==> src/rtl/alu.sv <==
// ---------------------------------------------------------------------------
// alu -- 32-bit RV32I-style ALU with registered result and branch flags.
//
// Ports:
//   clk         in   1   rising-edge clock
//   rst_n       in   1   asynchronous active-low reset
//   en          in   1   capture enable; outputs update only when high
//   A           in  32   operand A (rs1 or PC)
//   B           in  32   operand B (rs2 or immediate)
//   aluControl  in   4   operation select (see alu_op_t)
//   aluResult   out 32   registered result
//   zero        out  1   registered: captured aluResult == 0
//   beq/bne/blt/bge/bltu/bgeu  out 1 each  registered branch-compare flags
// ---------------------------------------------------------------------------
module alu (
    input  logic        clk,
    input  logic        rst_n,
    input  logic        en,
    input  logic [31:0] A,
    input  logic [31:0] B,
    input  logic [3:0]  aluControl,
    output logic [31:0] aluResult,
    output logic        zero,
    output logic        beq,
    output logic        bne,
    output logic        blt,
    output logic        bge,
    output logic        bltu,
    output logic        bgeu
);

    typedef enum logic [3:0] {
        OP_ADD   = 4'h0,
        OP_SUB   = 4'h1,
        OP_AND   = 4'h2,
        OP_OR    = 4'h3,
        OP_XOR   = 4'h4,
        OP_SLT   = 4'h5,
        OP_SLTU  = 4'h6,
        OP_LUI   = 4'h7,
        OP_AUIPC = 4'h8,
        OP_PASSB = 4'h9,
        OP_SLL   = 4'hA,
        OP_SRA   = 4'hB,
        OP_SRL   = 4'hC
    } alu_op_t;

    alu_op_t     op;
    logic [4:0]  shamt;
    logic        lt_s;
    logic        lt_u;
    logic        eq;
    logic [31:0] result_next;

    assign op    = alu_op_t'(aluControl);
    assign shamt = B[4:0];
    assign eq    = (A == B);
    assign lt_s  = ($signed(A) < $signed(B));
    assign lt_u  = (A < B);

    always_comb begin
        result_next = '0;
        case (op)
            OP_ADD:   result_next = A + B;
            OP_SUB:   result_next = A - B;
            OP_AND:   result_next = A & B;
            OP_OR:    result_next = A | B;
            OP_XOR:   result_next = A ^ B;
            OP_SLT:   result_next = {31'd0, lt_s};
            OP_SLTU:  result_next = {31'd0, lt_u};
            OP_LUI:   result_next = B;
            OP_AUIPC: result_next = A + B;
            OP_PASSB: result_next = B;
            OP_SLL:   result_next = A << shamt;
            OP_SRA:   result_next = $signed(A) >>> shamt;
            OP_SRL:   result_next = A >> shamt;
            // 0xD-0xF are reserved and yield a defined zero
            default:  result_next = '0;
        endcase
    end

    always_ff @(posedge clk or negedge rst_n) begin
        if (!rst_n) begin
            aluResult <= '0;
            zero      <= 1'b0;
            beq       <= 1'b0;
            bne       <= 1'b0;
            blt       <= 1'b0;
            bge       <= 1'b0;
            bltu      <= 1'b0;
            bgeu      <= 1'b0;
        end else if (en) begin
            aluResult <= result_next;
            // zero reflects the value being captured, not the held one
            zero      <= (result_next == '0);
            beq       <= eq;
            bne       <= !eq;
            blt       <= lt_s;
            bge       <= !lt_s;
            bltu      <= lt_u;
            bgeu      <= !lt_u;
        end
    end

endmodule

==> config.mk <==
export PLATFORM = sky130hd
export DESIGN_NAME = alu
export DESIGN_NICKNAME = d
export VERILOG_FILES = /design/src/rtl/alu.sv
export SDC_FILE = /design/constraint.sdc
export NUM_CORES = 1
export LEC_CHECK = 0
export ABC_CLOCK_PERIOD_IN_PS = 1800
export CAP_MARGIN = 20
export CORE_MARGIN = 8
export CORE_UTILIZATION = 65
export DETAILED_ROUTE_END_ITERATION = 6
export PLACE_DENSITY_LB_ADDON = 0.08
export SYNTH_ARGS = -nofsm -noshare
export SYNTH_HDL_FRONTEND = slang
export SYNTH_SLANG_ARGS = --single-unit
==> constraint.sdc <==
create_clock -name clk -period 1.8 [get_ports clk]
set_input_delay 0.54 -clock clk [delete_from_list [all_inputs] [get_ports clk]]
set_output_delay 0.54 -clock clk [all_outputs]
set_load 0.01 [all_outputs]
==> summary.md, run 1 <==
| Metric | Value |
|---|---|
| Bufs on Longest Clock Path | 2 |
| Final HPWL from detailed placement | around 58 mm |
| Run status | aborted with a tool error |
| Synth Instances | 1,503 |
| GPL Wtd Cong | 1.24 |
| Post-synth top cells | 157 x nor2_1, 120 x nand2_1, 118 x a21oi_1 |
| Syn Nets | 1,674 |
| Error | [ERROR DPL-0038] Utilization greater than 100%, impossible to legalize |
| Top-area cell type share of the netlist area | 10.8% |
| Top_reg_cell synth | dfrtp_1 |
| Top cells by area, synth | ha_1 11%, mux4_2 8.8%, dfrtp_1 8.6% |
| Yosys top cell by area | ha_1 |
| # port buffers | 109 |
| Most numerous cell in the Yosys netlist | nor2_1 |
| Total CTS buffers | 5 |
| Fail Step | 4_1_cts |
| Post-CTS Setup Repair Bufs | 118 |
| Synth Area per Inst | ~7.5 um2 |
| H-tree depth | 2 |
| Clk root buf | clkbuf_16 |
| Yosys reg bits | 39 |
| Clk sink count | 39 |
| # rows | 48 |
| Sequential share of the synthesized area | under 10% |
| Die W | 148 um |
| Initial cell density of the core | ~66% |
| Post-synthesis instance area | 11,300 um2 |
| Yosys warning total | 0 |
| EDFF count, synth | 0 |
| Fraction of registers with async set/reset | 100% |
| Setup WS pre-CTS | -3.18 ns |
| Die Y | about 150 um |
| # IOs | 110 |
| Post-CTS sizing | 865 |
| Synth unique cells | 99 |
| Hold buffers post-CTS | 0 |
-- cells by family after synthesis --
family                   synth area share (%)
flip-flops                               8.63
XOR/XNOR                                 1.01
AO/OA/AOI/OAI                            33.4
adder cells (fa/ha/maj)                  11.2
AND/OR/NAND/NOR                          20.6
buffers and inverters                    8.16
multiplexers                             17.0
-- per-stage QoR --
stage / hold slack (ns) / cells / cell area, um2 / utilization (%)
detailed placement: 0.484 / 2300 / 16800 / 97.7
global placement: 0.462 / 2300 / 16800 / 97.7
floorplan: 0.244 / 1503 / 11700 / -
==> run 2, diff against run 1 <==
- CORE_UTILIZATION: 65 -> 40
- PLACE_DENSITY_LB_ADDON: 0.08 -> 0.15
==> run 2 against run 1 <==
  * The flow now finishes, with violations (setup timing)
  * Area after synthesis unchanged
  * Synthesized cell count unchanged
==> summary.md, run 2 <==
| Metric | Value |
|---|---|
| Antenna violations before repair | 2 |
| Most frequent cells in the layout | 665 x buf_4, 149 x buf_6, 133 x nor2_1 |
| Slew of the pin with the lowest slew margin | between 0.7 and 0.8 ns |
| Syn Nets | 1,674 (unchanged) |
| Clk sink count | 39 (unchanged) |
| Total CTS buffers | 5 (unchanged) |
| EDFF count, synth | 0 (unchanged) |
| Final HPWL from detailed placement | 54.9 mm (-5.7%) |
| Total Wirelength | 81.5 mm |
| Met3 usage | 10.1% |
| Violated checks | setup timing |
| GR peak layer | met2 |
| All-Layer GR Usage | around 43% |
| Critical path depth | 16 |
| Top_reg_cell synth | dfrtp_1 |
| Unrepaired setup endpoints after global routing | true |
| Core area | 27,800 um2 |
| Total grt overflow | 0 |
| Post-synthesis instance area | 11,300 um2 (unchanged) |
| Peak supply drop | 0.449 mV |
| Crit path kind | primary input to flip-flop |
| Clk_lat worst skew | 0.29 ns |
| Min Tclk post-route | 3.95 ns |
| R2R cell count | 1 |
| Slowest cell on the critical path | nor3_1 |
| Largest net degree at the start of global routing | 60 |
| Worst-path maximum fanout | 3 |
| H-tree depth | 2 (unchanged) |
| Most common cell after layout, fill and taps aside | buf_4 |
| WP data required | 1.99 ns |
| Max Freq | 253 MHz |
| Final Cycle Share | 219% |
| Buf/Inv on CP | 4 |
| Final hold violations | 0 |
| Clock transition at path regs | 0.06 ns |
| Die Y | 184 um (+25%) |
| Synth Area per Inst | 7.52 um2 (unchanged) |
| Crit. End Element | flip-flop |
| Most flops, register | aluResult |
| Net count, final | 2,513 |
| First-pass DRT Iterations | 7 |
| Most numerous cell in the Yosys netlist | nor2_1 |
| Top cells by area, synth | ha_1 11%, mux4_2 8.8%, dfrtp_1 8.6% |
| Post-synth top cells | 157 x nor2_1, 120 x nand2_1, 118 x a21oi_1 |
| Synth Instances | 1,503 (unchanged) |
| Non-Filler Instances | between 2,000 and 3,000 |
| Yosys reg bits | 39 (unchanged) |
| Vias in the first global route | 17,600 |
| Bufs on Longest Clock Path | 2 (unchanged) |
| Lkg Pwr | 9.99 nW |
| Vias/cell | 6.74 |
| Post-Route Setup TNS | -49.55 ns |
| GPL Wtd Cong | 1.08 (-13%) |
| Layout cell share with drive strength beyond 1 | 61.0% |
| Crit path cell chain | buf_8 > inv_8 > ha_4 > buf_4 > nor3_1 > a2111oi_4 > buf_4 > nand2_1 > nand3_1 > a2111oi_4 > o2111ai_2 > nor4_2 > nand4_1 > nor4_4 > nand4_1 > o41ai_2 |
| Placed Cells | 2,523 (+9.7%) |
| Post-Route Utilization | 82.1% |
| Critical path arrival | 4.14 ns |
| Area grow syn2layout | 102% |
| Final setup margin | -2.15 ns |
| Multi-input gate area | 12,400 um2 |
| First-pass GRT wire length | 110 mm |
| Register area | 976 um2 |
| # port buffers | 109 (unchanged) |
| Final Max Slew Viols | 0 |
| Top-area cell type share of the netlist area | 10.8% (unchanged) |
| Setup crit start kind | primary input |
| PwrDens | ~460 nW/um2 |
| # IOs | 110 (unchanged) |
| Antenna-violating nets left | 0 |
| Final Setup Violations | 39 |
| Hold crit path type | primary input to asynchronous set/reset pin |
| Die ar. | around 34,000 um2 |
| Die W | 184 um (+25%) |
| Fill count | roughly 1,700 |
| Wire per inst | 29.9 um |
| Max transition margin | between 50% and 60% |
| Met2 Usage GRT | 66.2% |
| Final Skew | 0 ns |
| CP delay by family, top | simple AND/OR/NAND/NOR gates |
| Sequential share of the synthesized area | 8.63% (unchanged) |
| Run status | finished with violations |
| Hold Worst Slack | 0.305 ns |
| Max-cap viol count | 0 |
| # rows | 61 (+27%) |
| Setup WS pre-CTS | -3.20 ns (-0.0220 ns) |
| Residual DRC count | 0 |
| Yosys top cell by area | ha_1 |
| Total number of vias | 18,400 |
| Initial cell density of the core | 40.7% (-25 points) |
| Yosys warning total | 0 (unchanged) |
| Synth unique cells | 99 (unchanged) |
| Max incr delay on CP | between 0.4 and 0.5 ns |
| Fraction of registers with async set/reset | 100% (unchanged) |
| CTS tree | yes |
| Clk root buf | clkbuf_16 |
| Initial DRC Count | 2,741 |
| Max reg flops | 32 |
| Met1 Use GR | 52.0% |
run 2: cell type report:
class / instances / share of cell area [%]
multi-input combinational: 1246 / 54.3
timing repair buffer: 949 / 36.5
sequential: 39 / 4.28
tap: 378 / 2.07
inverter: 101 / 1.99
clock buffer: 5 / 0.548
clock inverter: 3 / 0.296
antenna: 2 / 0.0219
run 2: report_power, final:
group	switching (W)	internal [W]
clock	0.000382	0.000794
combinational	0.00418	0.00403
sequential	0.0000788	0.00101
total	0.00464	0.00583
run 2: worst paths after layout:
| check | startpoint | slack, ns | to |
|---|---|---|---|
| min reg2reg | beq$_DFFE_PN0P_ | 0.48 | beq$_DFFE_PN0P_ |
| min in group clk | beq$_DFFE_PN0P_ | 0.48 | beq$_DFFE_PN0P_ |
| max reg2reg | aluResult[11]$_DFFE_PN0P_ | 1.03 | aluResult[11]$_DFFE_PN0P_ |
| max in group asynchronous | rst_n | 1.13 | aluResult[7]$_DFFE_PN0P_ |
| min | rst_n | 0.31 | aluResult[28]$_DFFE_PN0P_ |
| max | B[3] | -2.15 | zero$_DFFE_PN0P_ |
run 2: per-stage QoR:
stage	power, W	instance area (um2)
2_1_floorplan	0.00367	11700
3_3_place_gp	0.00669	17500
3_5_place_dp	0.00675	17600
4_1_cts	0.00945	21600
5_1_grt	0.0108	22800
6_report	0.0105	22800
run 2: metal layers:
metal | vias up | share of wire [%]
li1 | 7458 | -
met1 | 8699 | 35
met2 | 1672 | 43
met3 | 531 | 13
met4 | 2 | 9.9
met5 | - | 0.092
run 2: kinds of logic (layout without fill, tap and decap cells):
family	Yosys count	after routing	synth area share, %
other	0	2	0
AND/OR/NAND/NOR	482	482	20.6
XOR/XNOR	13	13	1.01
multiplexers	127	127	17.0
flip-flops	39	39	8.63
adder cells (fa/ha/maj)	100	100	11.2
AO/OA/AOI/OAI	524	524	33.4
buffers and inverters	218	1058	8.16
run 2: what timing repair did:
item	in CTS	in global routing
setup endpoints to repair	39	40
resized for setup	772	245
cloned	9	1
pin swaps	180	140
setup buffers	161	67
endpoints found under the hold margin	0	0
hold buffers	0	0
No activity file was read; power rests on OpenSTA's default activity.
